## config.mk

```make
export PLATFORM = sky130hd
export DESIGN_NAME = v810_prefetch
export DESIGN_NICKNAME = d
export VERILOG_FILES = /design/src/rtl/v810_prefetch.sv
export SDC_FILE = /design/constraint.sdc
export NUM_CORES = 1
export LEC_CHECK = 0
export ABC_AREA = 1
export CORE_MARGIN = 1
export CORE_UTILIZATION = 55
export CTS_BUF_LIST = sky130_fd_sc_hd__clkbuf_8
export CTS_CLUSTER_SIZE = 8
export DETAILED_ROUTE_END_ITERATION = 10
export HOLD_SLACK_MARGIN = 0.12
export PLACE_DENSITY = 0.84
export SLEW_MARGIN = 30
export SYNTH_ARGS = -nofsm -noshare
export SYNTH_HDL_FRONTEND = slang
export SYNTH_SLANG_ARGS = --single-unit
```

## constraint.sdc

```tcl
create_clock -name CLK -period 8.35 [get_ports CLK]
set_clock_uncertainty 0.05 [all_clocks]
set_input_delay 1.67 -clock CLK [delete_from_list [all_inputs] [get_ports CLK]]
set_output_delay 1.67 -clock CLK [all_outputs]
set_load 0.03 [all_outputs]
```

## src/rtl/v810_prefetch.sv

```systemverilog
// Instruction prefetch queue between the v810 EU and memory instruction ports.
// Keeps aligned words ahead of the EU; sequential fetches hit with zero wait states.
module v810_prefetch #(
  parameter int DEPTH = 4
) (
  input  logic        CLK,
  input  logic        RES,
  input  logic        CE,
  input  logic [31:0] IA,
  input  logic        IREQ,
  output logic [31:0] ID,
  output logic        IACK,
  output logic [31:0] MIA,
  output logic        MIREQ,
  input  logic [31:0] MID,
  input  logic        MIACK
);
  localparam int AW = $clog2(DEPTH);
  localparam int CW = AW + 1;
  localparam logic [29:0] QA_RST = 30'h3FFFFFFC;

  logic [29:0]   qa_q, qa_d;
  logic [AW-1:0] hd_q, hd_d;
  logic [CW-1:0] cnt_q, cnt_d;
  logic          disc_q, disc_d;
  logic          mireq_q, mireq_d;
  logic [29:0]   mia_q, mia_d;
  logic [31:0]   buf_q [DEPTH];

  logic [29:0]   ofs;
  logic [CW-1:0] ofs_c, avail;
  logic [AW-1:0] i0, i1, wr_idx;
  logic          hit, miss, ack, ack_mem, wr_en;
  logic          unused_ia0;

  assign unused_ia0 = IA[0];

  // Word offset of the request from the queue head, modulo 2^30.
  assign ofs    = IA[31:2] - qa_q;
  assign ofs_c  = ofs[CW-1:0];
  assign hit    = ofs <= 30'(cnt_q);
  assign miss   = IREQ && !hit;
  assign avail  = cnt_q - ofs_c;
  assign i0     = hd_q + ofs[AW-1:0];
  assign i1     = i0 + AW'(1);
  assign wr_idx = hd_q + cnt_q[AW-1:0];

  assign ack     = CE && IREQ && hit && (IA[1] ? (avail >= CW'(2)) : (avail >= CW'(1)));
  // The memory request flag doubles as the "fetch in flight" state.
  assign ack_mem = CE && MIACK && mireq_q;
  assign wr_en   = ack_mem && !disc_q && !miss;

  always_comb begin
    qa_d    = qa_q;
    hd_d    = hd_q;
    cnt_d   = cnt_q;
    disc_d  = disc_q;
    mireq_d = mireq_q;
    mia_d   = mia_q;
    if (ack_mem) begin
      mireq_d = 1'b0;
      disc_d  = 1'b0;
    end
    if (miss) begin
      qa_d   = IA[31:2];
      hd_d   = '0;
      cnt_d  = '0;
      disc_d = mireq_q && !ack_mem;
    end else begin
      if (IREQ) begin
        qa_d  = qa_q + ofs;
        hd_d  = hd_q + ofs[AW-1:0];
        cnt_d = cnt_q - ofs_c;
      end
      if (wr_en) cnt_d = cnt_d + CW'(1);
    end
    // A new fetch only starts from an idle port, so nothing is in flight here.
    if (!mireq_q && (cnt_d < CW'(DEPTH))) begin
      mireq_d = 1'b1;
      mia_d   = qa_d + 30'(cnt_d);
    end
  end

  always_ff @(posedge CLK) begin
    if (RES) begin
      qa_q    <= QA_RST;
      hd_q    <= '0;
      cnt_q   <= '0;
      disc_q  <= 1'b0;
      mireq_q <= 1'b0;
      mia_q   <= QA_RST;
    end else if (CE) begin
      qa_q    <= qa_d;
      hd_q    <= hd_d;
      cnt_q   <= cnt_d;
      disc_q  <= disc_d;
      mireq_q <= mireq_d;
      mia_q   <= mia_d;
    end
  end

  always_ff @(posedge CLK) begin
    if (!RES && wr_en) buf_q[wr_idx] <= MID;
  end

  assign IACK  = ack;
  assign ID    = !ack ? 32'h0 :
                 IA[1] ? {buf_q[i1][15:0], buf_q[i0][31:16]} : buf_q[i0];
  assign MIA   = {mia_q, 2'b00};
  assign MIREQ = mireq_q;

endmodule

```

Word level (Yosys, flattened, before mapping)
Memory sizes are Yosys's and may differ from the RTL's.
Cells that the tools add are included.

cells by class
  add/subtract/negate cells = 8
  $mul = 0
  divide/modulo/power cells = 0
  magnitude comparators = 4
  equal/unequal tests = 0
  shift-type cells = 0
  multiplexer cells = 16
  bitwise operators = 0
  reductions and logical operators = 24

operators by type and width
  operator               number
  $mux W32               2
  $mux W30               2
  $add A30 B3 Y30        1
  $add A30 B30 Y30       1
  $le A30 B3 Y1          1
  $sub A30 B30 Y30       1
  $mux W3                4
  $logic_and A1 B1 Y1    11
  $reduce_and A2 Y1      4
  $logic_not A1 Y1       6
  $mux W1                6
  $reduce_bool A2 Y1     3
  $add A2 B2 Y2          2
  $mux W2                2
  $add A3 B1 Y3 const B  1
  $ge A3 B1 Y1 const B   1
  $ge A3 B2 Y1 const B   1
  $lt A3 B3 Y1 const B   1
  $sub A3 B3 Y3          1
  $add A2 B1 Y2 const B  1

storage, ports and cells
  bits in registers = 67
  latch bits = 0
  bits in writable memories = 128
  ROM bits = 0
  bits of input ports = 69
  output and inout bits = 66
  word-level logic and storage cells = 59
  memories kept = 1

memories
  name   words  width  rd ports  clocked after Yosys merged registers in  wr ports  line  RTL
  buf_q  4      32     2         0                                        1         28    logic [31:0] buf_q [DEPTH];

Logic depth before layout (Yosys ltp)
  depth after elaboration = 12
  gate-level depth with buffers = 38
  gate-level depth less buffers = 38

Worst setup path before layout
Ideal clock, no wire load.

  kind = input to output
  start = input IA[2]
  end = output ID[23]
  arrival = 4975 ps
  data required time = 6630 ps
  path slack = 1655 ps
  stages = 18
  buffers on the path = 1
  path through = inv_1 ha_1 inv_1 fa_1 nand3_1 nand3_1 nand2_1 nand2_1 xnor2_1 nand2_1 nor2_1 o21ai_0 a2111oi_0 nand2_1 nor3_1 nand4_1 clkbuf_1 a211oi_1

on the way
  cells in the longest elaborated chain, start to end = 6
  elaborated cells between the ends (all ways) = 13
  classes of those cells = 4 x add/sub; 3 x order compare; 3 x mux; 2 x reduce/logical; 1 x memory

RTL lines
  what                                             line     RTL
  from (decl)                                      9        input logic [31:0] IA,
  $sub A30 B30 Y30 (*)                             39       assign ofs = IA[31:2] - qa_q;
  $add A2 B2 Y2 or $sub A3 B3 Y3 (tied branches)   44, 43
  $add A2 B1 Y2, or another cell as far along      45       assign i1 = i0 + AW'(1);
  $mem_v2 Z4 W32 or $mux W1 (tied branches)        --
  $mux W32 or $logic_and A1 B1 Y1 (tied branches)  108, 48
  $mux W32 (*)                                     107      assign ID = !ack ? 32'h0 :
  to (decl)                                        11       output logic [31:0] ID,

Mark *: on every way between the ends. The rest lies on a longest branch, timed or not.

Worst setup path in the final report
  start = input IA[2]
  end = output ID[24]

The elaborated chain is that of the path after synthesis.

==> run summary <==
Pin count of the biggest net entering global routing - 71
Power per Cell Area - 191 nW/µm²
DPL Wire Length - 32500 µm
Floorplan core area - 25300 µm²
Mapped Avg Cell Area - 6.95 µm²
H-tree depth - 4
Post-synth EDFFs - 128
Yosys top cell by area - edfxtp_1
Crit. Startpoint - IA[2]
Hold slack - 0.433 ns
Top post-synthesis cells by count - nand2_1 (574), inv_1 (264), nor2_1 (218)
Fraction of layout cells with a size suffix above 1 - 6.03%
Least-Margin Pin Slew - 0.886 ns
RSZ-0062 raised after global routing - false
Clock root buffer - clkbuf_8
R2r startpoint - qa_q[0]
CP endpoint - ID[24]
Area of the multi-input gates - 7700 µm²
Synth top area cells - edfxtp_1 (27%), nand2_1 (15%), dfxtp_1 (9.4%)
Reg2reg end - mia_q[28]
Remaining routing DRC violations - 0
Die Y - 163 µm
Kind of critical path - input port to output port
Most common cell in the netlist - nand2_1
Worst Reg-to-Reg Cells - 32
Fin util - 64.3%
Post-route minimum period - 7.94 ns
Final wirelength - 43200 µm
Area share of the largest cell type after synthesis - 27.0%
Initial antenna violation count - 0
Req. time, crit path - 6.63 ns
Worst endpoint data arrival time - 6.22 ns
Ys flop type - edfxtp_1
CTS buffer count - 17
Number of top-level pins - 135
Post-DRT Antenna Nets - 0
FF/Latch Area - 5180 µm²
Status - complete, no violations
Die X-Extent - 163 µm
Vias per cell - 5.70
Max-slew violations - 0
Max-cap violations - 0
GP Congestion - 0.956
Mapped Area - 14200 µm²
Critical path capture point type - output port
Hold Buf Count CTS - 0
Synth warn - 0
Post-Syn Instances - 2044
Hold crit path type - register to register
Period utilisation layout - 95.1%
Final hold vios - 0
Postcts setup bufs - 0
Drt pass-1 iters - 6
Clock buffer depth - 2
Synth-to-Final Area Change - 14.3%
Max_slew headroom - 40.6%
DR WL/cell - 17.4 µm
Die area - 26500 µm²
Clock Latency Late Sink - 0.50 ns
Setup Viol. Count Final - 0
Crit path launch type - input port
Asr flop ratio synth - 0%
Initial core utilization - 56.3%
LEAKAGE - 7.55 nW
Seq/Total Area, Yosys - 36.5%
R2R setup slack - 2.62 ns
FP Rows - 58
Yosys reg bits - 195
Drt initial violations - 1249
Peak VDD IR - 0.127 mV
Nets - 2283
Number of global-route vias before repair - 13200
GRT Util Overall - 32.6%
Total grt overflow - 0
TritonCTS clock tree - built
Netlist cell types - 50
Port buffer count - 131
Global-route wire length before repair - 67500 µm
Antenna Cells - 0
Crit path max fanout - 33
Clock Sinks - 195
Setup TNS - 0 ns
Clock-pin slew on the worst setup and hold paths - 0.12 ns
Filler Cells Inserted - 2260
Achievable Freq - 0.126 GHz
Via count - 14200
-- worst min-delay path by stage --
| stage | startpoint | endpoint | cells after the start |
|---|---|---|---|
| 6_report | mia_q[20] | mia_q[20] | 2 |
| 5_1_grt | mia_q[20] | mia_q[20] | 2 |
| 4_1_cts | mia_q[25] | mia_q[25] | 2 |
| 3_5_place_dp | mia_q[20] | mia_q[20] | 2 |
| 3_3_place_gp | mia_q[12] | mia_q[12] | 2 |
| 2_1_floorplan | cnt_q[2] | cnt_q[2] | 2 |
-- timing repair --
action / CTS / global route
hold endpoints to repair: 0 / 0
endpoints found under the setup margin: 0 / 8
gates resized for setup: 0 / 8
-- power by group --
part           leakage [nW]  internal [mW]  total [mW]  switching [mW]
clock                 0.221          0.246       0.678           0.432
combinational          5.62          0.438        1.33           0.888
sequential             1.71           1.06        1.09          0.0301
total                  7.55           1.75        3.10            1.35
-- metal layers --
layer	up-vias	part of all wire [%]	wire (µm)	track usage [%]
met1	6548	42	18200	42.4
met2	608	48	20700	55.5
met3	76	7.8	3370	4.84
met5	-	0	0	0
met4	0	2.3	1000	10.9
li1	6933	-	-	-
-- sequential cells by signal, indices dropped and copies added, names as in the netlist --
register / count
MIREQ: 1
hd_q: 2
buf_q: 128
disc_q: 1
qa_q: 30
mia_q: 30
cnt_q: 3
-- cell type report --
class	count	area share (%)
Multi-Input combinational cell	1506	47.4
Sequential cell	195	31.9
Timing Repair Buffer	152	9.10
Inverter	271	6.26
Tap cell	330	2.54
Clock buffer	17	1.44
Clock inverter	15	1.32
-- per-stage QoR --
| stage | power, mW | std cells | instance area, µm² | setup WS [ns] |
|---|---|---|---|---|
| CTS | 3.07 | 2486 | 16200 | 0.333 |
| detailed placement | 2.41 | 2454 | 15800 | 0.368 |
| floorplan | 2.02 | 2045 | 14200 | 1.66 |
| finish | 3.10 | 2486 | 16200 | 0.409 |
| global route | 3.28 | 2486 | 16200 | 0.0755 |
| global placement | 2.38 | 2454 | 15800 | 0.432 |
-- cells by family after synthesis --
logic type / after synthesis / synth area share (%)
AO/OA/AOI/OAI: 390 / 15.2
flip-flops: 195 / 36.5
adder cells (fa/ha/maj): 71 / 6.46
multiplexers: 1 / 0.0704
other: 1 / 0.0264
AND/OR/NAND/NOR: 1014 / 30.5
buffers and inverters: 344 / 9.52
XOR/XNOR: 28 / 1.73
-- cells in the final DEF, fill, tap and decap left out, types with 7 or more instances in the layout --
cell,count
a211oi_1,7
a21oi_1,147
a31oi_1,17
buf_4,21
clkbuf_8,17
clkdlybuf4s50_1,121
dfxtp_1,67
dlymetal6s2s_1,8
edfxtp_1,128
ha_1,66
inv_1,264
nand2_1,573
nand2_2,17
nand3_1,92
nand3b_1,22
nand4_1,25
nor2_1,218
nor2_2,17
nor3_1,11
o211ai_1,14
o21ai_0,123
o21ai_1,19
o221ai_1,7
o22ai_1,34
or2_2,13
xnor2_1,8
xor2_1,20
-- critical path, cell delays in order --
cell and delay [ns]:
clkdlybuf4s50_1 0.39, inv_1 0.11, ha_1 0.19, inv_1 0.11, fa_1 0.46, nand3_1 0.11
nand3_1 0.17, nand2_1 0.11, nand2_1 0.12, xnor2_1 0.35, nand2_1 0.11, nor2_1 0.14
o21ai_0 0.17, a2111oi_0 0.41, nand2_1 0.10, nor3_1 0.18, nand4_1 0.11, buf_4 0.27
a21oi_1 0.20, clkdlybuf4s50_1 0.72
Power figures use the tool's default switching activity.
